## src/rtl/inj_sched_pkg.sv

```systemverilog
// Shared types and constants for the injection scheduler and its skid FIFO.
package inj_sched_pkg;

    typedef enum logic [2:0] {
        IDLE   = 3'd0,
        ARB    = 3'd1,
        STREAM = 3'd2,
        DRAIN  = 3'd3,
        DONE   = 3'd4
    } inj_state_e;

    localparam int SKID_DEPTH = 2;
    localparam int SKID_CNT_W = $clog2(SKID_DEPTH + 1);

    // FIFO entry layout, MSB first: {last, src, data}
    function automatic int entry_width(input int dw, input int sw);
        return 1 + sw + dw;
    endfunction

endpackage

```

## src/rtl/inj_skid_fifo.sv

```systemverilog
// Two-entry synchronous skid FIFO with registered head output and occupancy count.
module inj_skid_fifo
    import inj_sched_pkg::*;
#(
    parameter int W = 8
) (
    input  logic                  clk_i,
    input  logic                  rst_ni,
    input  logic                  push_i,
    input  logic [W-1:0]          data_i,
    input  logic                  pop_i,
    output logic [W-1:0]          data_o,
    output logic                  valid_o,
    output logic [SKID_CNT_W-1:0] count_o
);

    logic [W-1:0]          head_q, head_d;
    logic [W-1:0]          tail_q, tail_d;
    logic [SKID_CNT_W-1:0] cnt_q, cnt_d;
    logic                  pop_s;
    logic                  push_s;

    assign pop_s  = pop_i && (cnt_q != '0);
    assign push_s = push_i && (pop_s || (cnt_q != SKID_CNT_W'(SKID_DEPTH)));

    // Next-state for head/tail storage and occupancy
    always_comb begin
        head_d = head_q;
        tail_d = tail_q;
        cnt_d  = cnt_q;
        case ({push_s, pop_s})
            2'b10: begin
                if (cnt_q == '0) begin
                    head_d = data_i;
                end else begin
                    tail_d = data_i;
                end
                cnt_d = cnt_q + SKID_CNT_W'(1);
            end
            2'b01: begin
                if (cnt_q == SKID_CNT_W'(2)) begin
                    head_d = tail_q;
                end else begin
                    head_d = head_q;
                end
                cnt_d = cnt_q - SKID_CNT_W'(1);
            end
            2'b11: begin
                if (cnt_q == SKID_CNT_W'(1)) begin
                    head_d = data_i;
                end else begin
                    head_d = tail_q;
                    tail_d = data_i;
                end
            end
            default: begin
                cnt_d = cnt_q;
            end
        endcase
    end

    // Storage and count registers
    always_ff @(posedge clk_i or negedge rst_ni) begin
        if (!rst_ni) begin
            head_q <= '0;
            tail_q <= '0;
            cnt_q  <= '0;
        end else begin
            head_q <= head_d;
            tail_q <= tail_d;
            cnt_q  <= cnt_d;
        end
    end

    assign data_o  = head_q;
    assign valid_o = (cnt_q != '0);
    assign count_o = cnt_q;

endmodule

```

## src/rtl/inject_sched.sv

```systemverilog
// Sequences NUM_SRC one-shot dataout buffers onto a router injection port.
// Optional idle watchdog per grant: define INJ_SCHED_WDOG_EN.
module inject_sched
    import inj_sched_pkg::*;
#(
    parameter int NUM_SRC     = 4,
    parameter int DW          = 20,
    parameter int BURST_LEN   = 30
`ifdef INJ_SCHED_WDOG_EN
    ,
    parameter int WDOG_CYCLES = 64
`endif
) (
    input  logic                       clk,
    input  logic                       rst,
    input  logic                       start,
    input  logic [NUM_SRC-1:0]         src_mask,
    output logic [NUM_SRC-1:0]         src_enable,
    input  logic [NUM_SRC*DW-1:0]      src_data,
    input  logic [NUM_SRC-1:0]         src_valid,
    output logic [DW-1:0]              out_data,
    output logic                       out_valid,
    input  logic                       out_ready,
    output logic                       out_last,
    output logic [$clog2(NUM_SRC)-1:0] out_src,
    output logic                       busy,
    output logic                       all_done,
    output logic                       err
);

    localparam int SW = $clog2(NUM_SRC);
    localparam int CW = $clog2(BURST_LEN + 1);
    localparam int EW = entry_width(DW, SW);

    inj_state_e            state_q, state_d;
    logic [NUM_SRC-1:0]    pending_q, pending_d;
    logic [SW-1:0]         grant_q, grant_d;
    logic [CW-1:0]         rcv_q, rcv_d;

    logic [SW-1:0]         lowest_s;
    logic [DW-1:0]         sel_data_s;
    logic                  sel_valid_s;
    logic                  push_s, pop_s, en_s, last_s, room_s, wdog_hit_s;
    logic [SKID_CNT_W-1:0] fifo_cnt_s;
    logic [SKID_CNT_W:0]   occ_next_s;
    logic [EW-1:0]         fifo_in_s, fifo_out_s;

    // Lowest pending source; scanning downward lets the lowest index win
    always_comb begin
        lowest_s = '0;
        for (int i = NUM_SRC - 1; i >= 0; i--) begin
            if (pending_q[i]) begin
                lowest_s = SW'(i);
            end else begin
                lowest_s = lowest_s;
            end
        end
    end

    // Granted source data/valid mux
    always_comb begin
        sel_data_s  = '0;
        sel_valid_s = 1'b0;
        for (int i = 0; i < NUM_SRC; i++) begin
            if (grant_q == SW'(i)) begin
                sel_data_s  = src_data[i*DW +: DW];
                sel_valid_s = src_valid[i];
            end else begin
                sel_valid_s = sel_valid_s;
            end
        end
    end

    assign push_s     = (state_q == STREAM) && sel_valid_s;
    assign pop_s      = out_valid && out_ready;
    assign last_s     = (rcv_q == CW'(BURST_LEN - 1));
    // Only enable when the word it requests is guaranteed a free slot
    assign occ_next_s = {1'b0, fifo_cnt_s} + {{SKID_CNT_W{1'b0}}, push_s}
                      - {{SKID_CNT_W{1'b0}}, pop_s};
    assign room_s     = (occ_next_s < (SKID_CNT_W + 1)'(SKID_DEPTH));
    assign en_s       = (state_q == STREAM) && (rcv_q < CW'(BURST_LEN)) && room_s;
    assign fifo_in_s  = {last_s, grant_q, sel_data_s};

    inj_skid_fifo #(
        .W (EW)
    ) u_fifo (
        .clk_i   (clk),
        .rst_ni  (rst),
        .push_i  (push_s),
        .data_i  (fifo_in_s),
        .pop_i   (pop_s),
        .data_o  (fifo_out_s),
        .valid_o (out_valid),
        .count_o (fifo_cnt_s)
    );

    assign {out_last, out_src, out_data} = fifo_out_s;

`ifdef INJ_SCHED_WDOG_EN
    localparam int WW = $clog2(WDOG_CYCLES + 1);

    logic [WW-1:0] wdog_q, wdog_d;
    logic          err_q, err_d;

    assign wdog_hit_s = en_s && !push_s && (wdog_q == WW'(WDOG_CYCLES - 1));

    // Idle counter: restarts on each received word, advances on enabled cycles
    always_comb begin
        err_d = err_q | wdog_hit_s;
        if (state_q != STREAM) begin
            wdog_d = '0;
        end else if (push_s) begin
            wdog_d = '0;
        end else if (en_s) begin
            wdog_d = wdog_q + WW'(1);
        end else begin
            wdog_d = wdog_q;
        end
    end

    // Watchdog registers
    always_ff @(posedge clk or negedge rst) begin
        if (!rst) begin
            wdog_q <= '0;
            err_q  <= 1'b0;
        end else begin
            wdog_q <= wdog_d;
            err_q  <= err_d;
        end
    end

    assign err = err_q;
`else
    assign wdog_hit_s = 1'b0;
    assign err        = 1'b0;
`endif

    // State register
    always_ff @(posedge clk or negedge rst) begin
        if (!rst) begin
            state_q   <= IDLE;
            pending_q <= '0;
            grant_q   <= '0;
            rcv_q     <= '0;
        end else begin
            state_q   <= state_d;
            pending_q <= pending_d;
            grant_q   <= grant_d;
            rcv_q     <= rcv_d;
        end
    end

    // Next-state logic
    always_comb begin
        state_d   = state_q;
        pending_d = pending_q;
        grant_d   = grant_q;
        rcv_d     = rcv_q;
        case (state_q)
            IDLE: begin
                if (start) begin
                    pending_d = src_mask;
                    state_d   = (src_mask == '0) ? DONE : ARB;
                end else begin
                    state_d = IDLE;
                end
            end
            ARB: begin
                grant_d = lowest_s;
                rcv_d   = '0;
                state_d = STREAM;
            end
            STREAM: begin
                if (push_s) begin
                    rcv_d = rcv_q + CW'(1);
                end else begin
                    rcv_d = rcv_q;
                end
                if ((push_s && last_s) || wdog_hit_s) begin
                    pending_d[grant_q] = 1'b0;
                    state_d            = DRAIN;
                end else begin
                    state_d = STREAM;
                end
            end
            DRAIN: begin
                // Leave on the edge that empties the FIFO; no pushes occur here
                if ((fifo_cnt_s == '0) || ((fifo_cnt_s == SKID_CNT_W'(1)) && pop_s)) begin
                    state_d = (pending_q != '0) ? ARB : DONE;
                end else begin
                    state_d = DRAIN;
                end
            end
            DONE: begin
                state_d = DONE;
            end
            default: begin
                state_d = IDLE;
            end
        endcase
    end

    // Output decode
    always_comb begin
        src_enable = '0;
        for (int i = 0; i < NUM_SRC; i++) begin
            if (grant_q == SW'(i)) begin
                src_enable[i] = en_s;
            end else begin
                src_enable[i] = 1'b0;
            end
        end
        busy     = (state_q == ARB) || (state_q == STREAM) || (state_q == DRAIN);
        all_done = (state_q == DONE);
    end

endmodule

```

## config.mk

```make
export PLATFORM = sky130hd
export DESIGN_NAME = inject_sched
export DESIGN_NICKNAME = d
export VERILOG_FILES = /design/src/rtl/inj_sched_pkg.sv /design/src/rtl/inj_skid_fifo.sv /design/src/rtl/inject_sched.sv
export SDC_FILE = /design/constraint.sdc
export NUM_CORES = 1
export LEC_CHECK = 0
export CORE_ASPECT_RATIO = 1.2
export CORE_MARGIN = 2
export CORE_UTILIZATION = 33
export DETAILED_ROUTE_END_ITERATION = 10
export PLACE_DENSITY = 0.64
export RECOVER_POWER = 50
export SYNTH_ARGS = -nofsm -noshare
export SYNTH_HDL_FRONTEND = slang
export SYNTH_HIERARCHICAL = 1
export SYNTH_SLANG_ARGS = --single-unit
```

## constraint.sdc

```tcl
create_clock -name clk -period 3.87 [get_ports clk]
set_clock_uncertainty 0.05 [all_clocks]
set_input_delay 0.774 -clock clk [delete_from_list [all_inputs] [get_ports clk]]
set_output_delay 0.774 -clock clk [all_outputs]
set_load 0.02 [all_outputs]
```

======== Word level (Yosys, flattened, before mapping) ========
Cells that the tools add are included.
word-level totals
  bits in registers ....................... 62
  input port bits ......................... 92
  output and inout port bits .............. 31
  word-level logic and storage cells ...... 104
operators by class
  add/sub/neg operators ................... 5
  order comparisons ....................... 4
  eq/ne operators ......................... 21
  multiplexer cells ....................... 37
  bitwise operators ....................... 2
  reductions and logical operators ........ 28
operators by type and width
  cell                                            number
  2-to-1 mux 23 bit                               5
  2-to-1 mux 20 bit                               4
  case mux 23 bit (3 select lines)                1
  case mux 23 bit (2 select lines)                1
  case mux 3 bit (5 select lines)                 1
  2-to-1 mux 3 bit                                4
  inequality test 2 bit (second input constant)   6
  == test 2 bit (second input constant)           5
  2-to-1 mux 1 bit                                10
  case mux 5 bit (2 select lines)                 1
  nonzero test 2 bit                              5
  logical AND 1 bit                               9
  AND reduction 3 bit                             3
  2-to-1 mux 2 bit                                4
  2-to-1 mux 4 bit                                2
  case mux 4 bit (2 select lines)                 1
  == test 2 x 1 -> 1 bit (second input constant)  3
  == test 3 x 2 -> 1 bit (second input constant)  2
  adder 5 x 1 -> 5 bit (second input constant)    1
  == test 5 bit (second input constant)           1
  < comparator 5 bit (second input constant)      1
  2-to-1 mux 5 bit                                1
  AND 4 bit                                       1
  zero test 2 bit                                 2
  19 further kinds                                23

======== Longest topological paths before layout ========
  depth after elaboration ................. 11
  mapped depth ............................ 11

======== Cells and area by module ========
Netlist, hierarchy kept.
modules (own cells, without submodules)
  module         times used  cells each  area each (sq um)  sequential area each (sq um)
  inj_skid_fifo  1           205         2448.6             1201.2
  inject_sched   1           126         1413.9             350.3

======== Least setup slack after synthesis ========
OpenSTA, ideal clock, no wires.
  path kind ............................... flip-flop to output port
  from .................................... register u_fifo.cnt_q[1] (netlist: u_fifo/count_o[1])
  to ...................................... output src_enable[0]
  arrival ................................. 2969 ps
  setup slack ............................. 77 ps
  stages on the path, launching flop included .. 12
  buffers on the path ..................... 0
  cell sequence ........................... dfrtp_1 -> inv_1 -> ha_1 -> inv_1 -> nand2_1 -> inv_1 -> ha_1 -> or3_1 -> fa_1 -> xnor2_1 -> nand4_1 -> nor3_1
between the ends
  longest elaborated chain between the ends .. 6
ends and longest elaborated chain
  what                         line                 source
  start, declared              inj_skid_fifo.sv:19  logic [SKID_CNT_W-1:0] cnt_q, cnt_d;
  start signal, assigned       inj_skid_fifo.sv:71  cnt_q <= cnt_d;
  nonzero test 2 bit           inj_skid_fifo.sv:76  assign valid_o = (cnt_q != '0);
  named net out_valid          inject_sched.sv:22   output logic out_valid,
  logical AND 1 bit            inject_sched.sv:75   assign pop_s = out_valid && out_ready;
  named net pop_s              inject_sched.sv:43   logic push_s, pop_s, en_s, last_s, room_s, wdog_hit_s;
  subtractor 3 x 1 -> 3 bit    inject_sched.sv:79   - {{SKID_CNT_W{1'b0}}, pop_s};
  < comparator 3 x 2 -> 1 bit  inject_sched.sv:80   assign room_s = (occ_next_s < (SKID_CNT_W + 1)'(SKID_DEPTH));
  logical AND 1 bit            inject_sched.sv:81   assign en_s = (state_q == STREAM) && (rcv_q < CW'(BURST_LEN)) && room_s;
  2-to-1 mux 1 bit             inject_sched.sv:207  if (grant_q == SW'(i)) begin
  end, declared                inject_sched.sv:18   output logic [NUM_SRC-1:0] src_enable,
The timed path passes the listed nets, and every way through them passes these cells.

======== Worst setup path in the final report ========
  from .................................... input src_valid[2]
  to ...................................... output src_enable[3]
between the ends
  longest elaborated chain between the ends .. 8
ends and longest elaborated chain
  what                           line                 source
  start, declared                inject_sched.sv:20   input logic [NUM_SRC-1:0] src_valid,
  2-to-1 mux 1 bit (2 in a row)  inject_sched.sv:65   if (grant_q == SW'(i)) begin
  logical AND 1 bit              inject_sched.sv:74   assign push_s = (state_q == STREAM) && sel_valid_s;
  adder 2 x 1 -> 3 bit           inject_sched.sv:78   assign occ_next_s = {1'b0, fifo_cnt_s} + {{SKID_CNT_W{1'b0}}, push_s}
  subtractor 3 x 1 -> 3 bit      inject_sched.sv:79
  < comparator 3 x 2 -> 1 bit    inject_sched.sv:80
  logical AND 1 bit              inject_sched.sv:81
  2-to-1 mux 1 bit               inject_sched.sv:207
Every way passes these cells.

==> metrics.yaml <==
sta:
  tightestPinTransition_ps: 2303
  max_freq_mhz: 269.3
  slew_violations: 44
  grt_setup_unrepaired: "false"
  max_slew_margin_pct: -53.55
  setup_viol: 0
  min_period_ps: 3714
  fin_crit_sh_pct: 95.97
  worst_slack_ps: 156.1
  final_hold_viol_count: 0
clock_network:
  clock_path_buffers: 2
  cts_tree: "built"
  clk_pin_slew_ps: 50
  clk_latency_ps: 320
  cts_root_buffer: "clkbuf_16"
  htree_levels: 3
  clock-sinks: 62
  cts_buffers: 9
power:
  switching_share_pct: 39.66
  p_int_uw: 2853
  power_frac_seq_pct: 25.4
  p_clk_share_pct: 16.9
  peakVddDrop_v: 0.0003456
  leakage_uw: 0.002199
  pwr-share-comb_pct: 57.7
  powerDensity_mw_per_mm2: 849.4
  switchingPower_uw: 1875
finish:
  final_area_mm2: 0.005567
  final_nets: 555
  final_common_cell: "clkdlybuf4s50_1"
  layout_common_cells: "113 x clkdlybuf4s50_1, 61 x dfrtp_1, 28 x o21ai_0"
  nFillCells: 1082
  drive_gt1_share_pct: 24.95
  areaGrowthSynthToFinish_pct: 44.12
  antenna_cells: 0
floorplanning:
  die_w_um: 102.8
  coreArea_mm2: 0.01151
  dieArea_mm2: 0.01259
  die_h_um: 122.5
  start_util_pct: 33.55
  rows: 43
  ios: 123
setup_path:
  crit_path_max_fanout: 3
  start_kind: "input pin"
  critPathBufInv: 3
  path_cells: "clkdlybuf4s50_1 -> mux2_1 -> o22ai_1 -> or3_4 -> fa_2 -> nand4_1 -> buf_6 -> nor2_4 -> buf_6"
  reg2reg_to: "u_fifo/tail_q[2]"
  cpPeakStageDelay_ps: 520
  arrival_ps: 2890
  cp_slowest_cell: "fa_2"
  r2r_start: "grant_q[1]"
  required_ps: 3050
  rr_worst_depth: 8
  critPathKind: "in2out"
  critical_path.endpoint_type: "primary output"
  crit_top_cell: "buf_6"
  path_delay_family: "buffers and inverters"
  reg2reg_slack_ps: 940
logic_synthesis:
  async_flop_share_pct: 100.0
  syn_area_per_cell_um2: 11.67
  synth_seq_cells: 62
  synth_cell_types: 56
  netlist_top_cells_area: "dfrtp_1 40%, mux4_2 12%, mux2_4 8.2%"
  syn_nets: 430
  syn_inst: 331
  syn-cell-area_mm2: 0.003862
  ys_warn_count: 6
  synth-seq-area-share_pct: 40.17
  synth_top_area_share_pct: 40.17
  synth_flop_cell: "dfrtp_1"
  yosys.area.top_type: "dfrtp_1"
  synth-edff-count: 0
grt:
  grt_antenna_before_repair: 0
  grt_remaining_overflow: 0
  grt_pass1_wl_um: 16760
  grt_pass1_vias: 3274
  grt_max_degree: 44
  grt_use_total_pct: 17.20
placed_design:
  place.gp.congestion: 0.7611
  dpl_cell_area_mm2: 0.005249
  port_buffers: 121
  dp_hpwl_um: 7368
  dp_worst_setup_slack_ps: -473.5
drt:
  drt-wirelength-per-cell_um: 17.31
  via_per_inst: 5.207
  final_antenna_net_count: 0
  num_vias: 3218
  drc_errors: 0
  wl_um: 10700
  dr.pass1.iters: 4
  drt_iter0_drc: 140
worst_hold_path:
  hp-class: "reg2reg"
  min_path_cells: 1
  min_to: "u_fifo/tail_q[2]"
  hold_path.startpoint: "u_fifo/tail_q[2]"
run:
  drv_cap: 1
outcome:
  violations: "capacitance limit, slew limit"
  outcome: "finished, violations left"
==> layout make-up <==
type,count,area (µm²),area share [%]
Tap cell,157,196.4,3.529
Sequential cell,62,1553,27.89
Multi-Input combinational cell,233,2120,38.08
Inverter,9,33.78,0.6069
Timing Repair Buffer,141,1363,24.48
Clock buffer,12,256.5,4.608
Clock inverter,4,45.04,0.8092
==> Yosys cell counts (all sizes together), types with 4 or more instances <==
cell type	count
dfrtp	62
o21ai	30
nand3	28
a21oi	24
a31oi	24
mux2	24
mux4	20
buf	19
nand2	13
nor2	10
inv	9
clkbuf	8
nand2b	7
ha	6
and2	4
mux2i	4
==> stage by stage <==
| stage | cells | hold WS, ps | setup TNS (ps) | total power [µW] | utilization [%] |
|---|---|---|---|---|---|
| floorplan | 331 | 428.4 | 0 | 3112 | - |
| global placement | 600 | 435.5 | -1577 | 3853 | 45.59 |
| detailed placement | 600 | 442.5 | -1687 | 3920 | 45.59 |
| CTS | 616 | 454.6 | -30.22 | 4733 | 48.03 |
| global route | 618 | 460.7 | 0 | 5051 | 48.35 |
| finish | 618 | 452.2 | 0 | 4728 | 48.35 |
==> worst max-delay path by stage <==
stage | from | to | cells past startpoint
floorplan | u_fifo/count_o[1] | src_enable[0] | 11
global placement | out_ready | src_enable[0] | 10
detailed placement | out_ready | src_enable[0] | 10
CTS | out_ready | src_enable[0] | 10
global route | u_fifo/count_o[0] | src_enable[3] | 12
finish | src_valid[2] | src_enable[3] | 9
==> layer usage <==
metal	global-route usage (%)	part of all wire (%)	up-vias
met1	21.12	42	1618
li1	-	-	1502
met2	30.19	51	91
met3	3.246	5.0	7
met5	0	0	-
met4	5.674	1.4	0
==> worst register-to-register path, stage by stage (launching register included) <==
cell      delay (ps)
dfrtp_1          500
mux2_1           360
o22ai_1          220
clkbuf_1         290
or2_0            250
inv_1            190
nand3_2          380
buf_12           220
mux2_2           340
==> timing repair <==
action | 4_1_cts | 5_1_grt
setup endpoints to repair | 4 | 4
hold buffers | 0 | 0
pin swaps | 1 | 4
gates resized for setup | 17 | 17
gates cloned | 0 | 0
setup buffers | 0 | 2
==> power groups by stage <==
stage | Sequential [µW] | Clock (µW) | Combinational [µW]
finish | 1200 | 799 | 2730
global route | 1240 | 855 | 2950
CTS | 1200 | 817 | 2720
detailed placement | 1200 | 0 | 2720
global placement | 1190 | 0 | 2670
floorplan | 1300 | 0 | 1810
==> flip-flops by register name, summed over array words and instances, names as in the netlist <==
| name | flops |
|---|---|
| grant_q | 2 |
| pending_q | 4 |
| rcv_q | 5 |
| u_fifo/count_o | 2 |
| u_fifo/data_o | 23 |
| u_fifo/tail_q | 23 |
| state_q | 3 |
==> kinds of logic (layout without fill, tap and decap cells) <==
logic type,Yosys count,in the layout,synth area share (%)
muxes,48,48,21.74
other,1,1,0.09709
xor gates and xnor gates,2,2,0.4536
AOI/OAI and AO/OA,95,95,18.30
and+or+nand+nor,80,80,11.63
adders and majority gates,7,7,2.462
buffers and inverters,36,166,5.150
DFF,62,62,40.17
(Power assumes the default switching activity.)
